File: src/rtl/wsg_pkg.sv
// Shared constants, FSM states and the per-voice arithmetic for the Namco
// waveform sound generator.
package wsg_pkg;

  localparam int ACC_W = 20;
  localparam int VOICE_STRIDE = 5;

  localparam logic [4:0] WAVE_OFS  = 5'h05;
  localparam logic [4:0] FREQ0_OFS = 5'h10;
  localparam logic [4:0] VOL_OFS   = 5'h15;

  typedef enum logic [2:0] {
    IDLE,
    FETCH,
    WAIT,
    ACC,
    OUT
  } wsg_state_t;

  // PROM nibbles are offset-binary; centre them on zero before scaling by volume.
  function automatic logic signed [9:0] voice_term(input logic [3:0] vol,
                                                   input logic [3:0] d);
    logic signed [9:0] centered;
    logic signed [9:0] scale;
    centered = $signed({6'b000000, d}) - 10'sd8;
    scale    = $signed({6'b000000, vol});
    return scale * centered;
  endfunction

endpackage

File: src/rtl/wsg_regfile.sv
// 32x4 sound register file with its CPU write port and the decoded
// per-voice wave / frequency / volume views.
module wsg_regfile
  import wsg_pkg::*;
(
  input  logic                       clk,
  input  logic                       reset,
  input  logic                       we,
  input  logic [4:0]                 addr,
  input  logic [3:0]                 din,
  output logic [2:0][3:0]            wave,
  output logic [2:0][ACC_W-1:0]      freq,
  output logic [2:0][3:0]            vol
);

  logic [31:0][3:0] regs;

  always_ff @(posedge clk) begin
    if (reset) begin
      regs <= '0;
    end else if (we) begin
      regs[addr] <= din;
    end
  end

  // Only voice 0 owns a low frequency nibble; the others are implicitly zero.
  for (genvar v = 0; v < 3; v++) begin : g_voice
    localparam logic [4:0] OFS    = 5'(v * VOICE_STRIDE);
    localparam bit         HAS_LO = (v == 0);

    assign wave[v] = regs[WAVE_OFS + OFS];
    assign vol[v]  = regs[VOL_OFS + OFS];
    assign freq[v] = {regs[FREQ0_OFS + OFS + 5'd4],
                      regs[FREQ0_OFS + OFS + 5'd3],
                      regs[FREQ0_OFS + OFS + 5'd2],
                      regs[FREQ0_OFS + OFS + 5'd1],
                      HAS_LO ? regs[FREQ0_OFS] : 4'h0};
  end

endmodule

File: src/rtl/namco_wsg.sv
// Three-voice Namco WSG: frame divider plus a sequencer that shares the wave
// PROMs between voices and accumulates one mixed signed sample per frame.
module namco_wsg
  import wsg_pkg::*;
#(
  parameter int CLK_HZ    = 34800000,
  parameter int SAMPLE_HZ = 96000
)
(
  input  logic       clk,
  input  logic       reset,
  input  logic       reg_we,
  input  logic [4:0] reg_addr,
  input  logic [3:0] reg_din,
  input  logic       snd_en,
  output logic       rom_rd,
  output logic [7:0] rom_addr,
  output logic       rom_bank,
  input  logic [3:0] rom_data_a,
  input  logic [3:0] rom_data_b,
  output logic [9:0] sample,
  output logic       sample_valid
);

  localparam int FRAME_DIV = CLK_HZ / SAMPLE_HZ;
  localparam int DIV_W     = $clog2(FRAME_DIV);

  // A frame takes 10 cycles from its start tick plus the registered strobe.
  if (FRAME_DIV < 12) begin : g_bad_frame_div
    $error("namco_wsg: FRAME_DIV must be at least 12");
  end

  logic [2:0][3:0]       wave;
  logic [2:0][ACC_W-1:0] freq;
  logic [2:0][3:0]       vol;

  wsg_regfile u_regfile (
    .clk   (clk),
    .reset (reset),
    .we    (reg_we),
    .addr  (reg_addr),
    .din   (reg_din),
    .wave  (wave),
    .freq  (freq),
    .vol   (vol)
  );

  logic [DIV_W-1:0] div_cnt;
  logic             frame_tick;

  assign frame_tick = (div_cnt == DIV_W'(FRAME_DIV - 1));

  always_ff @(posedge clk) begin
    if (reset || frame_tick) begin
      div_cnt <= '0;
    end else begin
      div_cnt <= div_cnt + 1'b1;
    end
  end

  wsg_state_t            state;
  logic [1:0]            voice;
  logic [2:0][ACC_W-1:0] acc;
  logic signed [9:0]     sum;
  logic [3:0]            rom_d;

  // rom_bank is held from the fetch, so it still selects the PROM in ACC.
  assign rom_d = rom_bank ? rom_data_b : rom_data_a;

  always_ff @(posedge clk) begin
    if (reset) begin
      state        <= IDLE;
      voice        <= '0;
      acc          <= '0;
      sum          <= '0;
      sample       <= '0;
      sample_valid <= 1'b0;
      rom_rd       <= 1'b0;
      rom_addr     <= '0;
      rom_bank     <= 1'b0;
    end else begin
      rom_rd       <= 1'b0;
      sample_valid <= 1'b0;
      case (state)
        IDLE: begin
          if (frame_tick) begin
            state <= FETCH;
            voice <= '0;
            sum   <= '0;
          end
        end
        FETCH: begin
          rom_rd   <= 1'b1;
          rom_addr <= {wave[voice][2:0], acc[voice][ACC_W-1 -: 5]};
          rom_bank <= wave[voice][3];
          state    <= WAIT;
        end
        WAIT: begin
          state <= ACC;
        end
        ACC: begin
          sum        <= sum + voice_term(vol[voice], rom_d);
          acc[voice] <= acc[voice] + freq[voice];
          if (voice == 2'd2) begin
            state <= OUT;
          end else begin
            voice <= voice + 2'd1;
            state <= FETCH;
          end
        end
        OUT: begin
          sample       <= snd_en ? sum : '0;
          sample_valid <= 1'b1;
          state        <= IDLE;
        end
        default: begin
          state <= IDLE;
        end
      endcase
    end
  end

endmodule

File: config.mk
export PLATFORM = sky130hd
export DESIGN_NAME = namco_wsg
export DESIGN_NICKNAME = d
export VERILOG_FILES = /design/src/rtl/wsg_pkg.sv /design/src/rtl/wsg_regfile.sv /design/src/rtl/namco_wsg.sv
export SDC_FILE = /design/constraint.sdc
export NUM_CORES = 1
export LEC_CHECK = 0
export BUFFER_PORTS_ARGS = -buffer_cell sky130_fd_sc_hd__buf_2
export CAP_MARGIN = 20
export CORE_UTILIZATION = 43
export CTS_CLUSTER_DIAMETER = 100
export DETAILED_ROUTE_END_ITERATION = 10
export SYNTH_ARGS = -nofsm -noshare
export SYNTH_HDL_FRONTEND = slang
export SYNTH_SLANG_ARGS = --single-unit
File: constraint.sdc
create_clock -name clk -period 6.7 [get_ports clk]
set_input_delay 0.335 -clock clk [delete_from_list [all_inputs] [get_ports clk]]
set_output_delay 0.335 -clock clk [all_outputs]
set_load 0.05 [all_outputs]
==> impl_metrics.tcl <==
set metrics [dict create \
    ys_seq_area_frac 0.378 \
    required_ns 7.03 \
    grt_pass1_wl_mm 37.2 \
    cp_common_cell "fa_1" \
    avgSynthCellArea_um2 8.48 \
    gp_congestion 0.887 \
    path_delay_family "adder cells" \
    drt_iter0_drc 397 \
    reg2reg_depth 16 \
    finalHoldViolations 0 \
    synth-edff-count 0 \
    stdcell_count 1424 \
    worst_pin_slew_ns 0.990 \
    cts_max_path_buffers 2 \
    final_max_slew_viol_count 0 \
    hold_ws_ns 0.292 \
    vias 7694 \
    initial_core_util 0.440 \
    cts_num_sinks 181 \
    cts_resized 0 \
    rsz0062_at_grt "false" \
    min_to "rom_addr[4]" \
    nets 1215 \
    arrival_ns 5.33 \
    cts_tree "yes" \
    syn_area_mm2 0.00960 \
    min-delay-start "reset" \
    portBuffers 41 \
    power_density_mw_per_mm2 217 \
    dp_cells 1390 \
    die_x_um 151 \
    crit_path_max_fanout 8 \
    syn_inst 1132 \
    skew_ns 0.0171 \
    grt-ovfl-total 0 \
    vias_per_cell 5.40 \
    clk_latency_ns 0.45 \
    antenna_left 0 \
    dpl_worst_slack_ns 1.77 \
    async_flop_share 0 \
    post-route-min-period_ns 5.00 \
    grt_pass1_vias 7301 \
    synth-seq-cells 181 \
    drtPass1Iterations 5 \
    finalSetupViolCount 0 \
    r2r-end "sum[9]" \
    crit_path_start_kind "flop" \
    crit_path_end_kind "flop" \
    cp_cell_sequence "nor2b_2 -> a21oi_1 -> or2_2 -> fa_1 -> fa_1 -> inv_1 -> fa_1 -> inv_1 -> fa_1 -> fa_1 -> nor2b_1 -> o21ai_0 -> a21boi_0 -> o21ai_0 -> and3_1 -> a311o_1" \
    cts_buffers 17 \
    path_buf_inv 2 \
    yosysTopAreaCell "dfxtp_1" \
    grt_usage 0.208 \
    syn_to_final_growth_pct 10.7 \
    ys_types 63 \
    die-area_mm2 0.0229 \
    post-route-worst-setup-slack_ns 1.70 \
    r2r_start "voice[1]" \
    criticalPathCategory "flop to flop" \
    post_cts_buffers 0 \
    synth_nets 1216 \
    grtUsageMet1 0.273 \
    period_share 0.746 \
    remaining_drc_errors 0 \
    multiInputGateArea_mm2 0.00553 \
    p_clk_frac 0.453 \
    seq_area_mm2 0.00363 \
    min_path_cells 2 \
    path_depth 16 \
    postCtsHoldBufs 0 \
    irDropWorstVdd_uv 151 \
    grt_busiest_layer "met2" \
    synth_top_area_share 0.378 \
    p_seq_frac 0.478 \
    diodes 0 \
    worst_path_max_delay_cell "fa_1" \
    dp_hpwl_mm 15.3 \
    cell_internal_pwr_uw 1660 \
    yosysMostFrequentCell "dfxtp_1" \
    core_mm2 0.0218 \
    synth_top_flop_cell "dfxtp_1" \
    ys_top_cells_by_count "dfxtp_1, nor2_1, mux2i_1" \
    status "completed" \
    relSlewSlack 0.338 \
    yosys-top-cells-area "dfxtp_1, mux2i_1, ha_1" \
    grt_use_met3 0.0346 \
    n_fill_cell 2114 \
    cts-root-buf "clkbuf_16" \
    wire_per_inst_um 16.1 \
    hold_path.class "input port to flop" \
    num_rows 54 \
    synth_warnings 0 \
    comb_power_share 0.069 \
    regToRegSetupSlack_ns 1.70 \
    wirelength_mm 23.0 \
    antenna_found_initial 0 \
    cts_max_level 4 \
    fmax_ghz 0.200 \
    grt_use_met2 0.352 \
    pin_count 42 \
    die_y_um 151 \
    clk_pin_slew_ns 0.08 \
    leakage_uw 0.00419 \
    switchingPower_uw 645 \
    setup_tns_ns 0 \
    switching_share 0.280 \
    max-cap-violations 0 \
    crit_path_max_incr_delay_ns 0.57 \
    grt_start_max_net_pins 109 \
    drive_gt1_frac 0.0874 \
]
[area by class of cell]
class,instances,area share
Multi-Input combinational cell,835,0.520
Sequential cell,181,0.342
Clock buffer,17,0.0401
Tap cell,280,0.0330
Timing Repair Buffer,52,0.0311
Clock inverter,15,0.0185
Inverter,44,0.0155
[worst register-to-register path: cells and delay by family, from the launching register on]
family	cells	cell delay [ns]
buf+inv	2	0.11
fa+ha+maj	5	2.54
flops	1	0.37
compound gates	5	0.91
simple gates	4	0.95
[logic make-up (layout without fill, tap and decap cells)]
kind of cell             Yosys count  in the layout  synth area share
multiplexers                     129            129             0.135
XOR/XNOR                          20             20            0.0183
AND/OR/NAND/NOR                  407            407             0.191
adder cells (fa/ha/maj)           63             63            0.0939
buffers and inverters            116            128            0.0468
flip-flops                       181            181             0.378
AO/OA/AOI/OAI                    216            216             0.138
[placed cells by master (no fill, tap or decap), types with 5 or more instances in the layout]
| cell type | n |
|---|---|
| clkbuf_16 | 17 |
| nand2b_1 | 10 |
| nor2b_1 | 5 |
| fa_1 | 15 |
| clkinv_8 | 6 |
| o22ai_1 | 11 |
| buf_4 | 10 |
| xor2_1 | 5 |
| a22oi_1 | 6 |
| a21oi_1 | 68 |
| o211ai_1 | 5 |
| ha_1 | 48 |
| nand3_1 | 48 |
| or2_2 | 6 |
| mux2i_1 | 129 |
| buf_2 | 40 |
| nor2_1 | 158 |
| inv_1 | 44 |
| nand4_1 | 6 |
| dfxtp_1 | 179 |
| nor3_1 | 15 |
| a22o_1 | 10 |
| o21ai_0 | 65 |
| or3_1 | 7 |
| and2_1 | 10 |
| nand2_1 | 113 |
| a21o_1 | 10 |
| xnor2_1 | 15 |
| a211oi_1 | 8 |
[worst max path at each step]
stage               startpoint     end  slack [ns]
global route          voice[0]  sum[9]        1.29
detailed placement    voice[1]  sum[9]        1.77
floorplan             voice[0]  sum[9]        1.63
global placement      voice[1]  sum[9]        1.84
finish                voice[1]  sum[9]        1.70
CTS                   voice[1]  sum[9]        1.69
[layer usage]
metal / routed length, µm / up-vias
met5: 0 / -
met4: 289 / 0
met3: 797 / 17
met2: 11000 / 120
met1: 10900 / 3645
li1: - / 3912
[registers in the layout, summed over array words and instances (netlist names)]
name / count
acc: 60
u_regfile.freq: 52
u_regfile.vol: 12
u_regfile.wave: 12
sample: 10
sum: 10
div_cnt: 9
rom_addr: 8
state: 3
voice: 2
rom_bank: 1
rom_rd: 1
sample_valid: 1
[through the flow]
step	power, µW	utilization	instance area, µm²
after floorplan	1240	-	9600
after global placement	1280	0.456	9940
after detailed placement	1280	0.456	9940
after CTS	2330	0.484	10600
after global routing	2390	0.487	10600
final	2300	0.487	10600
[power by group through the flow]
stage                     logic [µW]  registers [µW]  clock network (µW)
after floorplan                  106            1130                   0
after global placement           155            1120                   0
after detailed placement         155            1120                   0
after CTS                        157            1100                1070
after global routing             178            1100                1110
final                            160            1100                1040
No activity file was read; power rests on OpenSTA's default activity.
